File: src/rtl/instr_fetch_queue_pkg.sv
// Shared CPU front-end constants and types.
//   ADDR_W / INSTR_W    : PC and instruction word widths
//   DEFAULT_RESET_PC    : fetch PC after reset unless overridden
//   PC_INC              : sequential PC step in bytes
//   NOP                 : filler instruction word
//   fetch_entry_t       : {pc, instr} pair stored in fetch FIFOs
//   pc_plus4()          : sequential successor PC, wraps at 32 bits
package instr_fetch_queue_pkg;

   localparam int unsigned ADDR_W  = 32;
   localparam int unsigned INSTR_W = 32;

   localparam logic [ADDR_W-1:0]  DEFAULT_RESET_PC = 32'h0000_0000;
   localparam logic [ADDR_W-1:0]  PC_INC           = 32'd4;
   localparam logic [INSTR_W-1:0] NOP              = 32'h0000_0000;

   typedef struct packed {
      logic [ADDR_W-1:0]  pc;
      logic [INSTR_W-1:0] instr;
   } fetch_entry_t;

   function automatic logic [ADDR_W-1:0] pc_plus4(input logic [ADDR_W-1:0] pc);
      return pc + PC_INC;
   endfunction

endpackage

File: src/rtl/instr_fetch_queue_if.sv
// Fetch front-end bus bundle: instruction-memory req/gnt/rvalid channel, redirect
// input from branch resolution and the valid/ready hand-off toward decode.
//   master : the fetch unit (drives imem request and decode-side outputs)
//   slave  : the environment (memory, branch unit, decode)
interface instr_fetch_queue_if;
   import instr_fetch_queue_pkg::*;

   logic                imem_req_o;
   logic [ADDR_W-1:0]   imem_addr_o;
   logic                imem_gnt_i;
   logic                imem_rvalid_i;
   logic [INSTR_W-1:0]  imem_rdata_i;
   logic                redirect_i;
   logic [ADDR_W-1:0]   redirect_pc_i;
   logic                if_valid_o;
   logic [INSTR_W-1:0]  if_instr_o;
   logic [ADDR_W-1:0]   if_pc_o;
   logic [ADDR_W-1:0]   if_pc4_o;
   logic                id_ready_i;

   modport master (
      output imem_req_o, imem_addr_o, if_valid_o, if_instr_o, if_pc_o, if_pc4_o,
      input  imem_gnt_i, imem_rvalid_i, imem_rdata_i, redirect_i, redirect_pc_i, id_ready_i
   );

   modport slave (
      input  imem_req_o, imem_addr_o, if_valid_o, if_instr_o, if_pc_o, if_pc4_o,
      output imem_gnt_i, imem_rvalid_i, imem_rdata_i, redirect_i, redirect_pc_i, id_ready_i
   );

endinterface

File: src/rtl/instr_fetch_queue_fetch_fifo.sv
// Synchronous FIFO of {pc, instr} entries with flush.
//   clk, rst : clock, asynchronous active-high reset
//   push     : write wdata (accepted when not full, or full with a pop this cycle)
//   pop      : drop the head entry (ignored when empty)
//   flush    : discard all entries; overrides push and pop
//   wdata    : entry to write
//   rdata    : head entry, read straight from the storage registers
//   count    : current occupancy, 0..DEPTH
//   full     : occupancy equals DEPTH
module instr_fetch_queue_fetch_fifo
   import instr_fetch_queue_pkg::*;
#(
   parameter int unsigned DEPTH = 2,
   localparam int unsigned PtrW = (DEPTH > 1) ? $clog2(DEPTH) : 1,
   localparam int unsigned CntW = $clog2(DEPTH) + 1
) (
   input  logic            clk,
   input  logic            rst,
   input  logic            push,
   input  logic            pop,
   input  logic            flush,
   input  fetch_entry_t    wdata,
   output fetch_entry_t    rdata,
   output logic [CntW-1:0] count,
   output logic            full
);

   fetch_entry_t    mem_q [DEPTH];
   logic [PtrW-1:0] wr_ptr_q;
   logic [PtrW-1:0] rd_ptr_q;
   logic [CntW-1:0] count_q;
   logic            empty;
   logic            do_push;
   logic            do_pop;

   assign empty   = (count_q == '0);
   assign full    = (count_q == CntW'(DEPTH));
   assign do_pop  = pop & ~empty;
   // A full FIFO may still accept a write when the head leaves in the same cycle.
   assign do_push = push & (~full | do_pop);

   always_ff @(posedge clk or posedge rst) begin
      if (rst) begin
         wr_ptr_q <= '0;
         rd_ptr_q <= '0;
         count_q  <= '0;
      end else if (flush) begin
         wr_ptr_q <= '0;
         rd_ptr_q <= '0;
         count_q  <= '0;
      end else begin
         if (do_push) begin
            wr_ptr_q <= wr_ptr_q + PtrW'(1);
         end
         if (do_pop) begin
            rd_ptr_q <= rd_ptr_q + PtrW'(1);
         end
         count_q <= count_q + CntW'(do_push) - CntW'(do_pop);
      end
   end

   // Storage needs no reset: occupancy alone decides what is valid.
   always_ff @(posedge clk) begin
      if (do_push && !flush) begin
         mem_q[wr_ptr_q] <= wdata;
      end
   end

   assign rdata = mem_q[rd_ptr_q];
   assign count = count_q;

endmodule

File: src/rtl/instr_fetch_queue.sv
// Instruction-fetch front end.
// Owns the fetch PC, issues in-order word fetches over a req/gnt channel, tags each
// request with its PC, buffers returned words and hands them to decode via valid/ready.
// A redirect flushes buffered work and discards every response still in flight.
//   clk_i  : clock, rising edge
//   rst_i  : asynchronous active-high reset
//   bus    : fetch bus bundle (master side), see instr_fetch_queue_if
// Parameters:
//   DEPTH    : queue entries and max outstanding requests (power of 2, >= 2)
//   RESET_PC : fetch PC after reset
module instr_fetch_queue
   import instr_fetch_queue_pkg::*;
#(
   parameter int unsigned       DEPTH    = 2,
   parameter logic [ADDR_W-1:0] RESET_PC = DEFAULT_RESET_PC
) (
   input logic                 clk_i,
   input logic                 rst_i,
   instr_fetch_queue_if.master bus
);

   localparam int unsigned CntW = $clog2(DEPTH) + 1;
   localparam int unsigned SumW = CntW + 1;

   logic [ADDR_W-1:0] fpc_q;
   logic [ADDR_W-1:0] fpc_d;
   logic [CntW-1:0]   inflight_q;
   logic [CntW-1:0]   inflight_d;
   logic [CntW-1:0]   drop_q;
   logic [CntW-1:0]   drop_d;

   logic              redirect;
   logic              req;
   logic              issue;
   logic              resp;
   logic              accept;
   logic              valid;
   logic              pop;
   logic [SumW-1:0]   used;

   fetch_entry_t      tag_wdata;
   fetch_entry_t      tag_head;
   logic [CntW-1:0]   tag_count;
   logic              tag_full;

   fetch_entry_t      q_wdata;
   fetch_entry_t      q_head;
   logic [CntW-1:0]   q_count;
   logic              q_full;

   assign redirect = bus.redirect_i;

   // Responses with no matching request are ignored.
   assign resp   = bus.imem_rvalid_i & (inflight_q != '0);
   // Words owed to a pre-redirect stream are discarded, as is any word in the redirect cycle.
   assign accept = resp & (drop_q == '0) & ~redirect;

   assign valid = (q_count != '0);
   assign pop   = valid & bus.id_ready_i & ~redirect;

   // Slots committed to buffered words plus outstanding requests. The head leaving this
   // cycle frees its slot immediately, which keeps a 1-cycle memory streaming at full rate.
   assign used  = SumW'(q_count) + SumW'(inflight_q) - SumW'(pop);
   assign req   = ~rst_i & ~redirect & (used < SumW'(DEPTH));
   assign issue = req & bus.imem_gnt_i;

   always_comb begin
      fpc_d      = fpc_q;
      inflight_d = inflight_q;
      drop_d     = drop_q;
      if (redirect) begin
         fpc_d      = bus.redirect_pc_i & ~32'h3;
         inflight_d = inflight_q - CntW'(resp);
         drop_d     = inflight_q - CntW'(resp);
      end else begin
         if (issue) begin
            fpc_d = pc_plus4(fpc_q);
         end
         inflight_d = inflight_q + CntW'(issue) - CntW'(resp);
         if (resp && (drop_q != '0)) begin
            drop_d = drop_q - CntW'(1);
         end
      end
   end

   always_ff @(posedge clk_i or posedge rst_i) begin
      if (rst_i) begin
         fpc_q      <= RESET_PC;
         inflight_q <= '0;
         drop_q     <= '0;
      end else begin
         fpc_q      <= fpc_d;
         inflight_q <= inflight_d;
         drop_q     <= drop_d;
      end
   end

   // PC of each live request, in issue order; consumed only by accepted responses.
   assign tag_wdata = '{pc: fpc_q, instr: NOP};

   instr_fetch_queue_fetch_fifo #(
      .DEPTH (DEPTH)
   ) u_tag_fifo (
      .clk   (clk_i),
      .rst   (rst_i),
      .push  (issue),
      .pop   (accept),
      .flush (redirect),
      .wdata (tag_wdata),
      .rdata (tag_head),
      .count (tag_count),
      .full  (tag_full)
   );

   assign q_wdata = '{pc: tag_head.pc, instr: bus.imem_rdata_i};

   instr_fetch_queue_fetch_fifo #(
      .DEPTH (DEPTH)
   ) u_instr_queue (
      .clk   (clk_i),
      .rst   (rst_i),
      .push  (accept),
      .pop   (pop),
      .flush (redirect),
      .wdata (q_wdata),
      .rdata (q_head),
      .count (q_count),
      .full  (q_full)
   );

   assign bus.imem_req_o  = req;
   assign bus.imem_addr_o = fpc_q;
   assign bus.if_valid_o  = valid;
   assign bus.if_instr_o  = valid ? q_head.instr : NOP;
   assign bus.if_pc_o     = valid ? q_head.pc : '0;
   assign bus.if_pc4_o    = pc_plus4(bus.if_pc_o);

`ifndef SYNTHESIS
   always @(posedge clk_i) begin
      if (!rst_i) begin
         assert (!(accept && q_full && !pop))
            else $error("instruction queue written while full");
         assert (!(bus.imem_rvalid_i && (inflight_q == '0)))
            else $error("imem response with no request outstanding");
         assert (!(accept && (tag_count == '0)))
            else $error("accepted response has no PC tag");
         assert (!(issue && tag_full))
            else $error("PC tag FIFO written while full");
         assert (!accept || (tag_head.instr == NOP))
            else $error("PC tag FIFO entry carries data");
      end
   end
`endif

endmodule
File: src/flat_wrapper.sv
// flat-port wrapper written by rule: the top's interface ports become plain ports
module instr_fetch_queue_flat import instr_fetch_queue_pkg::*;
#(
   parameter int unsigned       DEPTH    = 2,
   parameter logic [ADDR_W-1:0] RESET_PC = DEFAULT_RESET_PC
)
  (clk_i, rst_i, bus_imem_req_o, bus_imem_addr_o, bus_if_valid_o, bus_if_instr_o, bus_if_pc_o, bus_if_pc4_o, bus_imem_gnt_i, bus_imem_rvalid_i, bus_imem_rdata_i, bus_redirect_i, bus_redirect_pc_i, bus_id_ready_i);
  instr_fetch_queue_if bus_i ();
  input logic clk_i;
  input logic rst_i;
  output wire logic [$bits(bus_i.imem_req_o)-1:0] bus_imem_req_o;
  output wire logic [$bits(bus_i.imem_addr_o)-1:0] bus_imem_addr_o;
  output wire logic [$bits(bus_i.if_valid_o)-1:0] bus_if_valid_o;
  output wire logic [$bits(bus_i.if_instr_o)-1:0] bus_if_instr_o;
  output wire logic [$bits(bus_i.if_pc_o)-1:0] bus_if_pc_o;
  output wire logic [$bits(bus_i.if_pc4_o)-1:0] bus_if_pc4_o;
  input wire logic [$bits(bus_i.imem_gnt_i)-1:0] bus_imem_gnt_i;
  input wire logic [$bits(bus_i.imem_rvalid_i)-1:0] bus_imem_rvalid_i;
  input wire logic [$bits(bus_i.imem_rdata_i)-1:0] bus_imem_rdata_i;
  input wire logic [$bits(bus_i.redirect_i)-1:0] bus_redirect_i;
  input wire logic [$bits(bus_i.redirect_pc_i)-1:0] bus_redirect_pc_i;
  input wire logic [$bits(bus_i.id_ready_i)-1:0] bus_id_ready_i;
  assign bus_imem_req_o = bus_i.imem_req_o;
  assign bus_imem_addr_o = bus_i.imem_addr_o;
  assign bus_if_valid_o = bus_i.if_valid_o;
  assign bus_if_instr_o = bus_i.if_instr_o;
  assign bus_if_pc_o = bus_i.if_pc_o;
  assign bus_if_pc4_o = bus_i.if_pc4_o;
  assign bus_i.imem_gnt_i = bus_imem_gnt_i;
  assign bus_i.imem_rvalid_i = bus_imem_rvalid_i;
  assign bus_i.imem_rdata_i = bus_imem_rdata_i;
  assign bus_i.redirect_i = bus_redirect_i;
  assign bus_i.redirect_pc_i = bus_redirect_pc_i;
  assign bus_i.id_ready_i = bus_id_ready_i;
  instr_fetch_queue #(.DEPTH(DEPTH), .RESET_PC(RESET_PC)) u_core (.clk_i(clk_i), .rst_i(rst_i), .bus(bus_i));
endmodule
File: config.mk
export PLATFORM = sky130hd
export DESIGN_NAME = instr_fetch_queue_flat
export DESIGN_NICKNAME = d
export VERILOG_FILES = /design/src/rtl/instr_fetch_queue_pkg.sv /design/src/rtl/instr_fetch_queue_if.sv /design/src/rtl/instr_fetch_queue_fetch_fifo.sv /design/src/rtl/instr_fetch_queue.sv /design/src/flat_wrapper.sv
export SDC_FILE = /design/constraint.sdc
export NUM_CORES = 1
export LEC_CHECK = 0
export BUFFER_PORTS_ARGS = -buffer_cell sky130_fd_sc_hd__buf_2
export CAP_MARGIN = 10
export CORE_MARGIN = 4
export CORE_UTILIZATION = 60
export CTS_CLUSTER_DIAMETER = 50
export CTS_CLUSTER_SIZE = 8
export DETAILED_ROUTE_END_ITERATION = 16
export PLACE_DENSITY_LB_ADDON = 0.2
export SLEW_MARGIN = 20
export SYNTH_ARGS = -nofsm -noshare
export SYNTH_HDL_FRONTEND = slang
export SYNTH_SLANG_ARGS = --single-unit
File: constraint.sdc
create_clock -name clk_i -period 10.9 [get_ports clk_i]
set_input_delay 2.18 -clock clk_i [delete_from_list [all_inputs] [get_ports clk_i]]
set_output_delay 2.18 -clock clk_i [all_outputs]
set_load 0.02 [all_outputs]
==> impl_metrics.tcl, run 1 <==
set metrics [dict create \
    path_buf_inv 3 \
    synth_edf_count 184 \
    grt_usage 0.218 \
    dp_slack_ns 4.30 \
    p_sw_frac 0.316 \
    die_y_um 140 \
    crit_fanout 48 \
    cts.htree.levels 2 \
    cts_buffer_depth 3 \
    synth_flop_cell "edfxtp_1" \
    finClkSkew_ns 0.0119 \
    synth_cell_type_count 68 \
    seq_power_share 0.399 \
    syn_to_final_growth_pct 19.8 \
    placed_area_um2 11500 \
    tns_ns 0 \
    outcome "completed" \
    crit_chain "buf_2 > buf_4 > nor2_1 > ha_1 > nand2b_1 > fa_1 > nand2b_1 > or2_2 > nor2_1 > buf_2" \
    relSlewSlack 0.275 \
    synth_top_area_share 0.531 \
    vias_per_cell 5.60 \
    routabilityCongestion 0.792 \
    num_rows 47 \
    yosys.cell_count.top_type "edfxtp_1" \
    yosys.area.top_type "edfxtp_1" \
    io_pins 200 \
    finalCritPeriodShare 0.608 \
    endpoint_kind "output pin" \
    portBuffers 191 \
    cts_tree "built" \
    worstHoldPathType "reg2reg" \
    cts-root-buf "clkbuf_16" \
    synth.avg_cell_area_um2 13.5 \
    drv_slew 0 \
    net-switching-power_uw 867 \
    crit_slowest_cell "fa_1" \
    drtPass1Iterations 5 \
    startpoint_type "input pin" \
    core_um2 16800 \
    tightest_slew_ns 1.08 \
    hold_slack_ns 0.479 \
    clock-sinks 226 \
    crit_type "in2out" \
    die_x_um 140 \
    synth-async-reset-ratio 0.186 \
    cts.clk_slew.worst_paths_ns 0.05 \
    setup_slack_ns 4.27 \
    cts-resized-gates 0 \
    final_hold_viol_count 0 \
    drive_above_1_share 0.319 \
    critPathTopFamily "adder cells" \
    die_area_um2 19500 \
    fin_nets 1049 \
    diodes 0 \
    remaining_drc_errors 0 \
    final_antenna_net_count 0 \
    drtIter0Drc 400 \
    finalSetupViolCount 0 \
    finalCriticalPeriod_ns 6.63 \
    ys_seq_elements 226 \
    fmax_mhz 151 \
    cts_hold_buf 0 \
    drt-total-wl_um 21600 \
    syn_inst 769 \
    start_util 0.619 \
    power_uw 2740 \
    cts_setup_buffers 0 \
    grt_max_degree 51 \
    clock_latency_ns 0.49 \
    grt_pass1_wl_um 34300 \
    ir_drop_mv 0.169 \
    slowest_delay_ns 0.51 \
    powerDensity_nw_per_um2 220 \
    design_area_um2 12500 \
    dp_hpwl_um 14400 \
    p_clk_frac 0.345 \
    cts_buffers 34 \
    grt-ovfl-total 0 \
    p_leak_uw 0.00490 \
    rsz0062_at_grt "no" \
    vias 6730 \
    synth_commonest_cells "184 x edfxtp_1, 82 x nor2_1, 65 x mux2i_1" \
    p_int_uw 1880 \
    netlist_area_um2 10400 \
    cp.required_ns 8.72 \
    p_comb_frac 0.257 \
    maxCapViolations 0 \
    synthTopCellsByArea "edfxtp_1 53%, dfrtp_1 10%, mux2i_1 6.3%, mux2_2 3.4%, nor2_1 3.0%" \
    synth_warnings 0 \
    seq_area_frac_synth 0.632 \
    antenna_found_initial 0 \
    wl_per_cell_um 18.0 \
    worstPathArrival_ns 4.45 \
    grt_pass1_vias 6477 \
]
## flip-flops by register name, indices dropped and copies added (netlist names)
signal / count
u_core.u_instr_queue.count: 2
u_core.u_instr_queue.rd_ptr_q: 1
u_core.u_tag_fifo.mem_q: 60
u_core.bus.imem_addr_o: 30
u_core.drop_q: 2
u_core.inflight_q: 2
u_core.u_tag_fifo.count: 2
u_core.u_tag_fifo.wr_ptr_q: 1
u_core.u_instr_queue.wr_ptr_q: 1
u_core.u_tag_fifo.rd_ptr_q: 1
u_core.u_instr_queue.mem_q: 124
## routing by layer
layer | global-route usage | vias up | routed length (um)
met4 | 0.0694 | 0 | 459
li1 | - | 3238 | -
met5 | 0 | - | 0
met2 | 0.339 | 239 | 10000
met3 | 0.0484 | 36 | 1490
met1 | 0.309 | 3217 | 9650
## power by group through the flow
stage                     sequential [uW]  clock, uW  combinational (uW)
after CTS                            1090        963                 710
after floorplan                      1090          0                 517
final                                1090        946                 704
after global placement               1100          0                 697
after global routing                 1100       1000                 763
after detailed placement             1110          0                 706
## placed cells by master, fill, tap and decap left out, types with 18 or more instances in the layout
cell type  count
nand2_1       54
o21ai_0       18
inv_1         23
nor2_1        79
buf_2        191
xor2_1        24
dfrtp_1       41
clkbuf_16     37
mux2_2        31
nand3_1       33
mux2i_1       65
edfxtp_1     184
## final timing paths
path	start	endpoint	slack, ns	cells past startpoint
max in group asynchronous	rst_i	u_core.u_instr_queue.rd_ptr_q$_DFFE_PP0P_	8.34	3
worst min-delay path	u_core.u_tag_fifo.rd_ptr_q$_DFFE_PP0P_	u_core.u_tag_fifo.rd_ptr_q$_DFFE_PP0P_	0.48	1
worst max register to register	u_core.u_instr_queue.count[0]$_DFF_PP0_	u_core.bus.imem_addr_o[12]$_DFFE_PP0P_	6.29	13
worst max-delay path	bus_redirect_i	bus_imem_req_o	4.27	10
worst min register to register	u_core.u_tag_fifo.rd_ptr_q$_DFFE_PP0P_	u_core.u_tag_fifo.rd_ptr_q$_DFFE_PP0P_	0.48	1
min in group asynchronous	rst_i	u_core.bus.imem_addr_o[3]$_DFFE_PP0P_	1.72	2
## stage by stage
step           utilization  cells
2_1_floorplan            -    774
3_3_place_gp         0.683   1152
3_5_place_dp         0.683   1152
4_1_cts              0.742   1202
5_1_grt              0.742   1202
6_report             0.742   1202
## final cells by class
cell class	count	area, um2
fill	1150	4350
clock inverter	1	5.00
inverter	25	98.8
tap	220	275
multi-input combinational	481	3510
clock buffer	49	981
timing repair buffer	200	1020
sequential	226	6580
## worst reg2reg max path, stage by stage (launching register included)
cell      delay [ns]
dfrtp_1         0.46
nor2_4          0.68
inv_1           0.22
nand2_1         0.20
nor2_1          0.08
ha_1            0.30
nand2b_1        0.15
fa_1            0.38
xnor2_1         0.22
or4_4           0.33
clkinv_4        0.24
nor2_1          0.87
o21ai_0         0.22
o311ai_0        0.14
## kinds of logic (layout without fill, tap and decap cells)
family,after synthesis,after routing,share of synthesized area
and+or+nand+nor,256,256,0.135
DFF,226,226,0.632
muxes,97,97,0.0974
AOI/OAI and AO/OA,73,73,0.0546
buffers and inverters,67,275,0.0349
xor gates and xnor gates,38,38,0.0320
adders and majority gates,11,11,0.0139
other,1,6,0.000360
(Power assumes the default switching activity.)
==> run 2, diff against run 1 <==
--- a/config.mk
+++ b/config.mk
@@ -5,10 +5,11 @@
 export SDC_FILE = /design/constraint.sdc
 export NUM_CORES = 1
 export LEC_CHECK = 0
+export ABC_AREA = 1
 export BUFFER_PORTS_ARGS = -buffer_cell sky130_fd_sc_hd__buf_2
 export CAP_MARGIN = 10
 export CORE_MARGIN = 4
-export CORE_UTILIZATION = 60
+export CORE_UTILIZATION = 51
 export CTS_CLUSTER_DIAMETER = 50
 export CTS_CLUSTER_SIZE = 8
 export DETAILED_ROUTE_END_ITERATION = 16
==> constraint.sdc (replaced) <==
create_clock -name clk_i -period 5.5 [get_ports clk_i]
set_input_delay 1.1 -clock clk_i [delete_from_list [all_inputs] [get_ports clk_i]]
set_output_delay 1.1 -clock clk_i [all_outputs]
set_load 0.02 [all_outputs]
==> run 2 against run 1 <==
Compared with the run above: global-route usage down 1.8 points; combinational power up 140%; die area up 21%; final cell count up 32%; critical path type is now reg2out; sequential power up 100%; cell area up 3.8%; critical path depth up 2.
==> impl_metrics.tcl, run 2 <==
set metrics [dict create \
    grt_max_degree 64 \
    drt-total-wl_um 24200 \
    cp.required_ns 4.40 \
    synth_cell_type_count 37 \
    crit_fanout 56 \
    largest_register_ffs 124 \
    synthTopCellsByArea "edfxtp_1 51%, nand2_1 13%, dfrtp_1 9.7%, nand3_1 3.7%, inv_1 3.6%" \
    die_area_um2 23600 \
    final_util 0.630 \
    vias 8013 \
    rsz0062_at_grt "no" \
    drtPass1Iterations 5 \
    crit_chain "nor2_4 > inv_4 > buf_4 > nand2_1 > inv_1 > ha_1 > inv_1 > nor2_2 > nand2_2 > nor2_2 > xor2_1 > buf_2" \
    synth-async-reset-ratio 0.186 \
    yosys.area.top_type "edfxtp_1" \
    die_x_um 154 \
    dp_slack_ns 0.843 \
    critPathTopFamily "buffers and inverters" \
    hold_slack_ns 0.506 \
    p_leak_uw 0.00574 \
    synth_edf_count 184 \
    remaining_drc_errors 0 \
    cts_buffers 35 \
    diodes 0 \
    cts_tree "built" \
    cts_hold_buf 0 \
    grt_pass1_vias 7513 \
    maxCapViolations 0 \
    synth.avg_cell_area_um2 9.88 \
    portBuffers 191 \
    outcome "completed" \
    cts-resized-gates 0 \
    cts-root-buf "clkbuf_16" \
    dp_hpwl_um 16600 \
    yosys.cell_count.top_type "nand2_1" \
    syn_to_final_growth_pct 19.9 \
    nFillCells 1712 \
    finalCritPeriodShare 0.785 \
    crit_type "reg2out" \
    vias_per_cell 5.07 \
    antenna_found_initial 0 \
    clock-sinks 226 \
    fin_nets 1378 \
    slowest_delay_ns 0.48 \
    synth_commonest_cells "378 x nand2_1, 184 x edfxtp_1, 103 x inv_1" \
    cts.htree.levels 2 \
    grt_pass1_wl_um 38400 \
    final_antenna_net_count 0 \
    relSlewSlack 0.464 \
    ys_seq_elements 226 \
    tightest_slew_ns 0.804 \
    final_hold_viol_count 0 \
    final_common_cell "nand2_1" \
    finalSetupViolCount 0 \
    seq_area_frac_synth 0.609 \
    start_util 0.525 \
    synth_flop_cell "edfxtp_1" \
    die_y_um 154 \
    cts.clk_slew.worst_paths_ns 0.05 \
    powerDensity_nw_per_um2 443 \
    finClkSkew_ns 0.0220 \
    wl_per_cell_um 15.3 \
    drtIter0Drc 579 \
    final_cell_mix "378 x nand2_1, 191 x buf_2, 184 x edfxtp_1, 102 x inv_1, 79 x nand3_1" \
    cts_buffer_depth 3 \
    synth_warnings 0 \
    synth_top_area_share 0.512 \
    startpoint_type "register" \
    syn_inst 1093 \
    worstHoldPathType "reg2reg" \
    core_um2 20600 \
    grt-ovfl-total 0 \
    ir_drop_mv 0.264 \
    finalCriticalPeriod_ns 4.32 \
    worstPathArrival_ns 3.22 \
    setup_slack_ns 1.18 \
    cts_setup_buffers 0 \
    netlist_area_um2 10800 \
    drive_above_1_share 0.236 \
    grt_usage 0.200 \
    max_flop_register "u_core.u_instr_queue.mem_q" \
    tns_ns 0 \
    clock_latency_ns 0.49 \
    routabilityCongestion 0.904 \
    io_pins 200 \
    endpoint_kind "output pin" \
    num_rows 52 \
    path_buf_inv 5 \
    drv_slew 0 \
    fmax_mhz 231 \
    crit_slowest_cell "buf_4" \
]
[run 2: changes by cell type in the layout (fill, tap and decap cells not counted), moves of 10 or more]
cell / delta
nand2_1: +324
inv_1: +79
mux2i_1: -65
nand3_1: +46
a21oi_1: +25
xnor2_1: -11
nor2_1: -10
[run 2: per-stage QoR]
step / total power, uW / area [um2] / cells
2_1_floorplan: 3390 / 10800 / 1098
3_3_place_gp: 3870 / 12000 / 1530
3_5_place_dp: 3910 / 12000 / 1530
4_1_cts: 5790 / 12900 / 1582
5_1_grt: 6050 / 12900 / 1582
6_report: 5740 / 12900 / 1582
[run 2: routing by layer]
| layer | global-route usage | routed length, um |
|---|---|---|
| met1 | 0.286 | 10900 |
| met2 | 0.313 | 11100 |
| met3 | 0.0410 | 1730 |
| met4 | 0.0559 | 476 |
| met5 | 0 | 0 |
[run 2: power breakdown]
part	internal, uW	leakage, uW	total [uW]	switching, uW
clock	1180	0.000476	1870	687
sequential	2070	0.00218	2210	144
combinational	491	0.00308	1660	1170
total	3740	0.00574	5740	2000
[run 2: cell type report]
cell class	instances	area [um2]	area share
sequential	226	6580	0.508
multi-input combinational	724	3590	0.277
timing repair buffer	203	1050	0.0808
clock buffer	46	938	0.0725
inverter	107	409	0.0316
tap	270	338	0.0261
clock inverter	6	45.0	0.00348
[run 2: path summary, 6_finish.rpt]
path                                                         startpoint  depth (start not counted)  slack, ns                                        end
min in group asynchronous                                         rst_i                          3       0.75             u_core.inflight_q[0]$_DFF_PP0_
worst max-delay path            u_core.u_instr_queue.count[1]$_DFF_PP0_                         12       1.18                           bus_if_pc4_o[14]
worst max register to register  u_core.u_instr_queue.count[1]$_DFF_PP0_                         18       1.66       u_core.u_tag_fifo.count[1]$_DFF_PP0_
worst min-delay path             u_core.u_tag_fifo.rd_ptr_q$_DFFE_PP0P_                          1       0.51     u_core.u_tag_fifo.rd_ptr_q$_DFFE_PP0P_
max in group asynchronous                                         rst_i                          3       4.34  u_core.u_instr_queue.rd_ptr_q$_DFFE_PP0P_
worst min register to register   u_core.u_tag_fifo.rd_ptr_q$_DFFE_PP0P_                          1       0.51     u_core.u_tag_fifo.rd_ptr_q$_DFFE_PP0P_
[run 2: cells by family after synthesis]
kind of cell,Yosys count,synth area share
other,1,0.000347
DFF,226,0.609
adders and majority gates,11,0.0134
AOI/OAI and AO/OA,69,0.0343
muxes,30,0.0313
buffers and inverters,148,0.0605
and+or+nand+nor,574,0.223
xor gates and xnor gates,34,0.0276
[run 2: worst register-to-register path, delay by kind of cell, from the launching register on]
kind	cells	cell delay (ns)
XOR/XNOR	1	0.17
buffers and inverters	6	0.63
adder cells (fa/ha/maj)	4	1.30
AND/OR/NAND/NOR	6	0.95
AO/OA/AOI/OAI	1	0.23
flip-flops	1	0.44
==> run 3, diff against run 2 <==
--- a/config.mk
+++ b/config.mk
@@ -5,11 +5,11 @@
 export SDC_FILE = /design/constraint.sdc
 export NUM_CORES = 1
 export LEC_CHECK = 0
-export ABC_AREA = 1
+export ABC_AREA = 0
 export BUFFER_PORTS_ARGS = -buffer_cell sky130_fd_sc_hd__buf_2
 export CAP_MARGIN = 10
 export CORE_MARGIN = 4
-export CORE_UTILIZATION = 51
+export CORE_UTILIZATION = 50
 export CTS_CLUSTER_DIAMETER = 50
 export CTS_CLUSTER_SIZE = 8
 export DETAILED_ROUTE_END_ITERATION = 16
==> constraint.sdc (replaced) <==
create_clock -name clk_i -period 3.62 [get_ports clk_i]
set_input_delay 0.724 -clock clk_i [delete_from_list [all_inputs] [get_ports clk_i]]
set_output_delay 0.724 -clock clk_i [all_outputs]
set_load 0.02 [all_outputs]
==> run 3 against run 2 <==
Compared with the run above: combinational power increased by 48%; flip-flop and latch count unchanged; largest cell class unchanged; die area decreased by 1.6%; largest power group unchanged; final cell count decreased by 19%; critical path type unchanged; global-route usage decreased by 0.28 points; routed wire length decreased by 3.4%; highest routed layer unchanged; clock skew decreased by 0.0038 ns; utilization increased by 1.9 points; critical path depth decreased by 1; via count decreased by 13%; clock power increased by 57%.
==> impl_metrics.tcl, run 3 (synthesis gave the netlist of run 1 again) <==
set metrics [dict create \
    outcome "completed" \
    cts_buffer_depth 3 \
    seq_area_um2 6580 \
    cts-root-buf "clkbuf_16" \
    setup_slack_ns 0.00236 \
    grt_pass1_wl_um 37100 \
    rsz0062_at_grt "yes" \
    relSlewSlack 0.439 \
    dp_slack_ns 0.0827 \
    io_pins 200 \
    die_y_um 152 \
    critPathTopFamily "simple AND/OR/NAND/NOR gates" \
    portBuffers 191 \
    finalSetupViolCount 0 \
    clock_latency_ns 0.49 \
    final_common_cell "edfxtp_1" \
    crit_fanout 4 \
    hold_slack_ns 0.407 \
    path_buf_inv 3 \
    grt_usage 0.197 \
    final_hold_viol_count 0 \
    diodes 0 \
    finalCriticalPeriod_ns 3.62 \
    wl_per_cell_um 18.2 \
    power_uw 8640 \
    crit_slowest_cell "dfrtp_4" \
    crit_type "reg2out" \
    drive_above_1_share 0.363 \
    worstPathArrival_ns 2.89 \
    cts.htree.levels 2 \
    cp.required_ns 2.90 \
    layout.cells.non_filler 1286 \
    cts_tree "built" \
    clock-sinks 226 \
    cts.clk_slew.worst_paths_ns 0.05 \
    ir_drop_mv 0.382 \
    multi_input_area_um2 3750 \
    dp_hpwl_um 15900 \
    rr_startpoint "u_core.u_instr_queue.count[1]$_DFF_PP0_" \
    design_area_um2 13200 \
    timing.rr.end "u_core.u_tag_fifo.count[1]$_DFF_PP0_" \
    dp.cells 1214 \
    endpoint_kind "output pin" \
    drv_slew 0 \
    num_rows 52 \
    finalCritPeriodShare 0.999 \
    grt_pass1_vias 6863 \
    worst_r2r_path_depth 16 \
    fmax_mhz 276 \
    drt-total-wl_um 23400 \
    antenna_found_initial 0 \
    vias 6946 \
    slowest_delay_ns 0.53 \
    tightest_slew_ns 0.841 \
    reg2reg_setup_slack_ns 0.34 \
    worstHoldPathType "in2async" \
    routabilityCongestion 0.878 \
    remaining_drc_errors 0 \
    max_flop_register "u_core.u_instr_queue.mem_q" \
    die_x_um 152 \
    fin_nets 1080 \
    placed_area_um2 11800 \
    grt-ovfl-total 0 \
    cts_buffers 35 \
    drtIter0Drc 375 \
    syn_to_final_growth_pct 26.9 \
    powerDensity_nw_per_um2 654 \
    finClkSkew_ns 0.0182 \
    p_leak_uw 0.00524 \
    crit_chain "mux2i_4 > or2_4 > inv_4 > ha_4 > o21ai_2 > a211oi_4 > nand4_4 > buf_6 > nor2_2 > xor2_1 > buf_4" \
    maxCapViolations 0 \
    largest_register_ffs 124 \
    final_cell_mix "184 x edfxtp_1, 180 x buf_2, 74 x nor2_1, 64 x mux2i_1, 52 x nand2_1" \
    nFillCells 1524 \
    vias_per_cell 5.40 \
    final_antenna_net_count 0 \
    core_um2 20400 \
    drtPass1Iterations 5 \
    grt_max_degree 63 \
    startpoint_type "register" \
    start_util 0.511 \
    die_area_um2 23200 \
]
[run 3: cell count changes in the layout (fill, tap and decap cells not counted), moves of 24 or more]
cell     before  now
a21oi_1      33    8
buf_4        12   36
inv_1       102   21
mux2i_1       0   64
nand2_1     378   52
nand3_1      79   33
[run 3: area by class of cell]
cell class                      instances  area share
Clock buffer                           50      0.0729
Clock inverter                          4     0.00483
Multi-Input combinational cell        482       0.284
Sequential cell                       226       0.498
Tap cell                              270      0.0256
Timing Repair Buffer                  229       0.107
Inverter                               25     0.00805
[run 3: worst max-delay path by stage]
stage / slack, ns / endpoint / start / depth (start not counted)
after floorplan: -0.06 / u_core.u_tag_fifo.mem_q[0][10]$_DFFE_PP_ / u_core.u_instr_queue.count[0]$_DFF_PP0_ / 15
after global placement: 0.14 / u_core.u_tag_fifo.count[0]$_DFF_PP0_ / bus_id_ready_i / 14
after detailed placement: 0.08 / u_core.u_tag_fifo.count[1]$_DFF_PP0_ / bus_id_ready_i / 15
after CTS: -0.12 / bus_if_pc4_o[30] / u_core.u_instr_queue.rd_ptr_q$_DFFE_PP0P_ / 10
after global routing: -0.12 / bus_if_pc4_o[14] / u_core.u_instr_queue.rd_ptr_q$_DFFE_PP0P_ / 11
final: 0.002 / bus_if_pc4_o[18] / u_core.u_instr_queue.rd_ptr_q$_DFFE_PP0P_ / 11
[run 3: repair_timing]
| item | 4_1_cts | 5_1_grt |
|---|---|---|
| endpoints found under the setup margin | 15 | 18 |
| pin swaps | 8 | 13 |
| hold buffers | 0 | 0 |
| buffers inserted | 6 | 9 |
| resized for setup | 15 | 23 |
| gates cloned | 1 | 2 |
[run 3: stage by stage]
step	TNS [ns]	utilization
floorplan	-3.64	-
global placement	0	0.582
detailed placement	0	0.582
CTS	-0.539	0.639
global route	-0.868	0.649
finish	0	0.649
[run 3: routing by layer]
layer / wire [um] / vias up / track usage
li1: - / 3306 / -
met1: 10400 / 3350 / 0.282
met2: 11000 / 251 / 0.309
met3: 1400 / 39 / 0.0383
met4: 486 / 0 / 0.0574
met5: 0 / - / 0
[run 3: power breakdown]
group / leakage [uW] / switching, uW / internal (uW)
clock: 0.000496 / 1040 / 1900
sequential: 0.00218 / 170 / 3070
combinational: 0.00256 / 1570 / 895
